## src/rtl/xm23_pic_pkg.sv

```systemverilog
`default_nettype none
// ============================================================================
//  Module  : xm23_pic_pkg
//  Purpose : Shared constants for the xm23 priority interrupt controller:
//            the FSM encoding, pic_in field positions and default device slots.
//  Rev     : 1.0  initial release
// ============================================================================
package xm23_pic_pkg;

    localparam logic [1:0] IDLE = 2'd0;
    localparam logic [1:0] REQ  = 2'd1;
    localparam logic [1:0] ACK  = 2'd2;

    localparam int IRQ_BIT  = 7;
    localparam int PRI_MSB  = 6;
    localparam int PRI_LSB  = 4;
    localparam int VECT_MSB = 3;
    localparam int VECT_LSB = 0;

    localparam int TMR = 0;
    localparam int KB  = 1;
    localparam int SCR = 2;
    localparam int TL  = 3;
    localparam int PB  = 4;

endpackage
`default_nettype wire

```

## src/rtl/xm23_pic_arbiter.sv

```systemverilog
`default_nettype none
// ============================================================================
//  Module  : xm23_pic_arbiter
//  Purpose : Combinational winner select over pending requests: highest
//            priority wins, ties resolved toward the lowest index.
//  Rev     : 1.0  initial release
// ============================================================================
module xm23_pic_arbiter #(
    parameter int N_DEV = 5
) (
    input  logic [N_DEV-1:0]   i_pending,
    input  logic [3*N_DEV-1:0] i_dev_pri,
    output logic               o_win_valid,
    output logic [3:0]         o_win_idx,
    output logic [2:0]         o_win_pri
);

    // Strictly-greater replacement while scanning upward keeps the lowest index on ties.
    always_comb begin
        o_win_valid = 1'b0;
        o_win_idx   = 4'd0;
        o_win_pri   = 3'd0;
        for (int i = 0; i < N_DEV; i++) begin
            if (i_pending[i] && (!o_win_valid || (i_dev_pri[3*i +: 3] > o_win_pri))) begin
                o_win_valid = 1'b1;
                o_win_idx   = 4'(i);
                o_win_pri   = i_dev_pri[3*i +: 3];
            end
        end
    end

endmodule
`default_nettype wire

```

## src/rtl/xm23_pic.sv

```systemverilog
`default_nettype none
// ============================================================================
//  Module  : xm23_pic
//  Purpose : Priority interrupt controller feeding the xm23_cpu control unit
//            over pic_in. Optional status ports under XM23_PIC_STATUS_EN.
//  Rev     : 1.0  initial release
// ============================================================================
module xm23_pic
    import xm23_pic_pkg::*;
#(
    parameter int N_DEV    = 5,
    parameter int VEC_BASE = 0
) (
    input  logic               clk,
    input  logic               rst,
    input  logic [N_DEV-1:0]   dev_req,
    input  logic [N_DEV-1:0]   dev_ie,
    input  logic [3*N_DEV-1:0] dev_pri,
    input  logic [2:0]         cur_pri,
    input  logic               pic_read,
    output logic [7:0]         pic_in,
    output logic               irq_taken
`ifdef XM23_PIC_STATUS_EN
    ,
    output logic [N_DEV-1:0]   pic_pending,
    output logic               pic_busy
`endif
);

    localparam logic [3:0] c_vec_base = 4'(VEC_BASE);

    logic [N_DEV-1:0] r_req_d;
    logic [N_DEV-1:0] r_pending;
    logic [1:0]       r_state;
    logic [3:0]       r_gnt_idx;
    logic [7:0]       r_pic_in;
    logic             r_irq_taken;

    logic [N_DEV-1:0] w_pend_nxt;
    logic             w_ack;
    logic             w_gnt_live;
    logic             w_win_valid;
    logic [3:0]       w_win_idx;
    logic [2:0]       w_win_pri;
    logic [3:0]       w_vect;

    xm23_pic_arbiter #(
        .N_DEV (N_DEV)
    ) u_arbiter (
        .i_pending   (r_pending),
        .i_dev_pri   (dev_pri),
        .o_win_valid (w_win_valid),
        .o_win_idx   (w_win_idx),
        .o_win_pri   (w_win_pri)
    );

    assign w_vect = w_win_idx + c_vec_base;
    assign w_ack  = (r_state == REQ) && pic_read;

    // Set is applied last so a fresh edge survives a same-cycle clear.
    always_comb begin
        w_pend_nxt = r_pending;
        w_gnt_live = 1'b0;
        for (int i = 0; i < N_DEV; i++) begin
            if ((r_gnt_idx == 4'(i)) && r_pending[i])
                w_gnt_live = 1'b1;
            if (!dev_ie[i] || (w_ack && (r_gnt_idx == 4'(i))))
                w_pend_nxt[i] = 1'b0;
            if (dev_req[i] && !r_req_d[i] && dev_ie[i])
                w_pend_nxt[i] = 1'b1;
        end
    end

    always_ff @(posedge clk) begin
        if (rst) begin
            r_req_d     <= '0;
            r_pending   <= '0;
            r_state     <= IDLE;
            r_gnt_idx   <= 4'd0;
            r_pic_in    <= 8'h00;
            r_irq_taken <= 1'b0;
        end else begin
            r_req_d     <= dev_req;
            r_pending   <= w_pend_nxt;
            r_irq_taken <= 1'b0;
            case (r_state)
                IDLE: begin
                    if (w_win_valid && (w_win_pri > cur_pri)) begin
                        r_gnt_idx <= w_win_idx;
                        r_pic_in  <= {1'b1, w_win_pri, w_vect};
                        r_state   <= REQ;
                    end
                end
                REQ: begin
                    if (pic_read) begin
                        r_pic_in    <= 8'h00;
                        r_irq_taken <= 1'b1;
                        r_state     <= ACK;
                    end else if (!w_gnt_live) begin
                        r_pic_in <= 8'h00;
                        r_state  <= IDLE;
                    end
                end
                ACK: begin
                    if (!pic_read)
                        r_state <= IDLE;
                end
                default: begin
                    r_pic_in <= 8'h00;
                    r_state  <= IDLE;
                end
            endcase
        end
    end

    assign pic_in    = r_pic_in;
    assign irq_taken = r_irq_taken;

`ifdef XM23_PIC_STATUS_EN
    assign pic_pending = r_pending;
    assign pic_busy    = (r_state != IDLE);
`endif

endmodule
`default_nettype wire

```

## config.mk

```make
export PLATFORM = sky130hd
export DESIGN_NAME = xm23_pic
export DESIGN_NICKNAME = d
export VERILOG_FILES = /design/src/rtl/xm23_pic_pkg.sv /design/src/rtl/xm23_pic_arbiter.sv /design/src/rtl/xm23_pic.sv
export SDC_FILE = /design/constraint.sdc
export NUM_CORES = 1
export LEC_CHECK = 0
export BUFFER_PORTS_ARGS = -buffer_cell sky130_fd_sc_hd__buf_4
export CAP_MARGIN = 10
export CORE_AREA = 4 4 65 67
export DETAILED_ROUTE_END_ITERATION = 8
export DIE_AREA = 0 0 69 71
export GPL_TIMING_DRIVEN = 0
export PLACE_DENSITY = 0.79
export SKIP_CTS_REPAIR_TIMING = 1
export SYNTH_ARGS = -nofsm -noshare
export SYNTH_HDL_FRONTEND = slang
export SYNTH_SLANG_ARGS = --single-unit
export TNS_END_PERCENT = 5
```

## constraint.sdc

```tcl
create_clock -name clk -period 5.7 [get_ports clk]
set_clock_uncertainty 0.1 [all_clocks]
set_input_delay 0.285 -clock clk [delete_from_list [all_inputs] [get_ports clk]]
set_output_delay 0.285 -clock clk [all_outputs]
set_load 0.05 [all_outputs]
```

==> impl_metrics.csv, run 1 <==
group,metric,value,unit
clocking,cts_tree,"done",
critical_path,cpPeakStageDelay,0.34,ns
floorplan,start_util,43.4,%
place,portBuffers,37,
finish,nets,284,
clocking,clk_latency,0.26,ns
critical_path,crit_cells,30,
grt,grt_overflow,0,
routing,ant_nets,0,
synth,synthDistinctLibCells,47,
critical_path,worstPathRequired,5.76,ns
critical_path,ff2ff_path_depth,30,
grt,grt_max_degree,14,
synth,synth_nets,230,
finish,finish.utilization,65.2,%
grt,antenna_found_initial,0,
synth,ys_seq_elements,23,
pwr,power.density,198,nW/um^2
grt,grt_pass1_vias,1276,
routing,vias_per_cell,5.26,
place,gp_congestion,0.766,
routing,first_iter_violations,56,
routing,drc,0,
synth,avgSynthCellArea,8.56,sq um
synth,synth-async-reset-ratio,0,%
finish,synthToLayoutAreaGrowth,50.4,%
synth,synth_ff_type,"dfxtp_1",
clocking,clock_path_buffers,2,
timing,setup_ws,-0.480,ns
routing,wire_per_inst,13.3,microns
timing,max_slew.worst_pin.slew,0.762,ns
synth,synth_edf_count,0,
critical_path,path_class,"flip-flop to flip-flop",
status,status,"finished with violations",
critical_path,cpMaxStageDelayCell,"dfxtp_2",
floorplan,fp.dieW,69,microns
synth,synth_area,1580,sq um
worst_hold_path,min_path_type,"input pin to flip-flop",
timing,slew_headroom,48.5,%
timing,final_max_slew_viol_count,0,
run,cap_violations,0,
timing,rsz0062_at_grt,"yes",
synth,ys_warn_count,0,
critical_path,cp-start-kind,"flip-flop",
place,place_hpwl,2830,microns
routing,vias,1499,
clocking,cts_made_buffers,3,
grt,gr-usage-all-layers,13.9,%
timing,setup_viol,11,
critical_path,end_kind,"flip-flop",
critical_path,path_buf_inv,3,
clocking,clock-sinks,23,
floorplan,io_pins,40,
finish,drive_above_1_share,44.3,%
critical_path,crit_family,"compound AO/OA/AOI/OAI gates",
finish,diodes,0,
critical_path,worst-path-max-fanout,7,
clocking,cts-root-buf,"clkbuf_8",
floorplan,fp.dieArea,4900,sq um
timing,clock.fmax,0.162,GHz
timing,hold_viol,0,
synth,yosysSeqAreaShare,29.2,%
routing,dr.pass1.iters,4,
pwr,leakagePower,1.02,nW
timing,tns,-4.38,ns
floorplan,core-area,3630,sq um
floorplan,num_rows,22,
critical_path,arrival,6.24,ns
synth,synthCells,184,
clocking,htree_levels,1,
timing,fin_crit_sh,108,%
pwr,peakVddDrop,88.6,uV
status,violations,"negative setup slack",
routing,wirelength,3780,microns
floorplan,die_h,71,microns
timing,fin_crit,6.18,ns
clocking,clk_pin_slew,0.08,ns
pwr,power,470,uW
grt,grt_pass1_wl,5590,microns
worst_hold_path,hold_path_depth,2,
-- layout make-up --
type                       instances  area [sq um]
multi-input combinational        139          1320
clock buffer                       3          41.3
buffer                             7          50.0
inverter                          15          56.3
sequential                        23           462
clock inverter                     1          5.00
fill                             312          1260
timing repair buffer              49           372
tap                               48          60.1
-- kinds of logic (layout without fill, tap and decap cells) --
kind of cell	after synthesis	in the layout	synth area share [%]
xor+xnor	1	1	0.556
fa+ha+maj	15	15	11.9
compound gates	46	46	19.8
other cells	1	1	0.238
flops	23	23	29.2
buf+inv	22	75	6.04
mux	7	7	5.64
simple gates	69	69	26.6
-- worst paths after layout --
path	startpoint	to	slack (ns)
worst max-delay path	r_pending[0]	pic_in[6]	-0.48
worst min-delay path	dev_req[4]	r_req_d[4]	0.13
worst max register to register	r_pending[0]	pic_in[6]	-0.48
worst min register to register	pic_in[1]	pic_in[1]	0.37
-- state kept, by name, indices dropped and copies added, names as in the netlist --
register / count
r_req_d: 5
r_pending: 5
pic_in: 7
r_state: 2
irq_taken: 1
r_gnt_idx: 3
-- per-stage QoR --
step	cells	hold slack [ns]	setup slack [ns]	instance area (sq um)
CTS	273	0.128	-0.846	2100
global route	285	0.125	-0.741	2370
global placement	269	0.346	-0.782	2050
finish	285	0.133	-0.480	2370
detailed placement	269	0.350	-0.816	2050
floorplan	184	0.313	-0.248	1710
-- per-layer routing --
layer / vias up / part of all wire (%) / global-route usage [%] / wire length, microns
li1: 770 / - / - / -
met1: 697 / 44 / 16.8 / 1660
met2: 28 / 51 / 23.4 / 1930
met3: 4 / 3.4 / 2.84 / 129
met4: 0 / 1.5 / 6.51 / 55
met5: - / 0 / 0 / 0
-- cell usage after synthesis, types with 2 or more instances --
library cell	number	area share (%)
dfxtp_1	23	29
nor2_1	8	1.9
o21ai_0	7	2.2
a31oi_1	2	0.79
nand3_1	3	0.95
mux2_2	2	1.4
mux2i_1	4	2.5
clkbuf_1	2	0.48
a211o_1	4	2.2
o211ai_1	2	0.95
and3b_1	4	2.2
a21oi_1	17	5.4
nand3b_1	3	1.4
inv_1	15	3.6
o2111ai_1	2	1.1
buf_1	2	0.48
nor3b_2	2	1.6
nor3b_1	7	3.3
ha_1	15	12
o22ai_1	2	0.79
nand2_1	18	4.3
nor3_1	3	0.95
nor2b_1	13	5.2
-- cells in the final DEF, fill, tap and decap left out, types with 4 or more instances in the layout --
cell,instances
nand2_1,14
a211o_1,4
dfxtp_1,22
nor3b_1,7
nor2_1,7
o21ai_4,5
nor2b_1,11
ha_1,8
buf_4,49
a21oi_1,13
inv_1,14
ha_4,7
-- power by group --
group	switching, mW	internal, mW	total, mW
registers	0.00723	0.169	0.176
logic	0.0969	0.0939	0.191
clock network	0.0543	0.0488	0.103
No activity file was read; power rests on OpenSTA's default activity.
==> inputs of run 2 (changes only) <==
Settings changed: CTS_BUF_LIST set to sky130_fd_sc_hd__clkbuf_16.
==> impl_metrics.csv, run 2 (synthesis results as in run 1) <==
group,metric,value,unit
status,status,"finished with violations",
status,violations,"negative setup slack",
floorplan,fp.dieW,69,microns
clocking,clock-sinks,23,
timing,final_max_slew_viol_count,0,
critical_path,arrival,6.22,ns
floorplan,start_util,43.4,%
finish,synthToLayoutAreaGrowth,53.1,%
finish,final_cell_mix,"50 x buf_4, 22 x dfxtp_1, 14 x inv_1, 14 x nand2_1, 13 x a21oi_1",
critical_path,worstPathRequired,5.75,ns
routing,drc,0,
critical_path,endpoint,"pic_in[4]",
place,place_hpwl,2830,microns
worst_hold_path,min_path_type,"input pin to flip-flop",
routing,wire_per_inst,13.7,microns
critical_path,crit_family,"compound AO/OA/AOI/OAI gates",
floorplan,die_h,71,microns
routing,wirelength,3910,microns
critical_path,startpoint,"r_pending[0]",
floorplan,fp.dieArea,4900,sq um
timing,fin_crit,6.17,ns
routing,first_iter_violations,61,
critical_path,rrSetupSlack,-0.47,ns
run,cap_violations,0,
timing,tns,-4.38,ns
grt,antenna_found_initial,0,
floorplan,core-area,3630,sq um
place,portBuffers,37,
grt,grt_max_degree,14,
place,place_area,2050,sq um
timing,setup_ws,-0.471,ns
critical_path,path_class,"flip-flop to flip-flop",
critical_path,cpMaxStageDelayCell,"mux2_4",
timing,setup_viol,11,
place,placedCellCount,269,
critical_path,timing.rr.start,"r_pending[0]",
floorplan,num_rows,22,
clocking,cts_tree,"done",
timing,slew_headroom,48.5,%
critical_path,crit_cells,29,
timing,max_slew.worst_pin.slew,0.761,ns
clocking,clock_path_buffers,2,
routing,vias_per_cell,5.30,
finish,nets,285,
critical_path,path_buf_inv,3,
timing,rsz0062_at_grt,"yes",
critical_path,worst-path-max-fanout,7,
pwr,peakVddDrop,115,uV
place,dp_slack,-0.816,ns
routing,ant_nets,0,
grt,grt_overflow,0,
grt,grt_pass1_vias,1280,
finish,drive_above_1_share,44.5,%
critical_path,cpPeakStageDelay,0.34,ns
routing,dr.pass1.iters,4,
timing,fin_crit_sh,108,%
finish,diodes,0,
critical_path,ff2ff_path_depth,29,
grt,gr-usage-all-layers,13.9,%
clocking,cts-root-buf,"clkbuf_16",
floorplan,io_pins,40,
routing,vias,1516,
clocking,htree_levels,1,
timing,clock.fmax,0.162,GHz
critical_path,cp-start-kind,"flip-flop",
timing,hold_viol,0,
place,gp_congestion,0.766,
pwr,leakagePower,1.04,nW
worst_hold_path,hold_path_depth,2,
timing,whs,0.146,ns
clocking,clk_pin_slew,0.06,ns
finish,fin_area,2410,sq um
finish,instances_no_fill,286,
critical_path,end_kind,"flip-flop",
finish,layout_commonest_cell,"buf_4",
grt,grt_pass1_wl,5640,microns
clocking,clk_latency,0.25,ns
clocking,cts_made_buffers,3,
pwr,power.density,217,nW/um^2
finish,largest_reg_flops,7,
critical_path,r2r-end,"pic_in[4]",
run 2: cell count changes in the layout (fill, tap and decap cells not counted):
| cell | delta |
|---|---|
| buf_4 | +1 |
| clkbuf_16 | +3 |
| clkbuf_8 | -3 |
run 2: area by class of cell:
class | count | area, sq um
Buffer | 7 | 50.0
Clock buffer | 3 | 75.1
Clock inverter | 1 | 5.00
Fill cell | 302 | 1220
Inverter | 15 | 56.3
Multi-Input combinational cell | 139 | 1320
Sequential cell | 23 | 462
Tap cell | 48 | 60.1
Timing Repair Buffer | 50 | 379
run 2: worst min-delay path by stage:
stage,from,end,slack [ns]
floorplan,dev_req[0],r_req_d[0],0.31
global placement,pic_in[2],pic_in[2],0.35
detailed placement,pic_in[2],pic_in[2],0.35
CTS,dev_req[4],r_req_d[4],0.14
global route,dev_req[3],r_req_d[3],0.15
finish,dev_req[4],r_req_d[4],0.15
run 2: layer usage:
layer	GRT usage [%]	vias to the layer above	routed length, microns
li1	-	774	-
met1	17.1	716	1700
met2	23.8	24	2050
met3	1.99	2	122
met4	6.51	0	41
met5	0	-	0
run 2: where the power goes:
group          total, mW  internal [mW]  leakage (nW)  switching [mW]
Combinational      0.193         0.0950         0.814          0.0979
Clock              0.153         0.0944        0.0409          0.0589
Sequential         0.176          0.169         0.188         0.00728
run 2: through the flow:
step	utilization [%]	total power [mW]
after floorplan	-	0.280
after global placement	56.4	0.318
after detailed placement	56.4	0.322
after CTS	58.6	0.474
after global routing	66.4	0.551
final	66.4	0.523
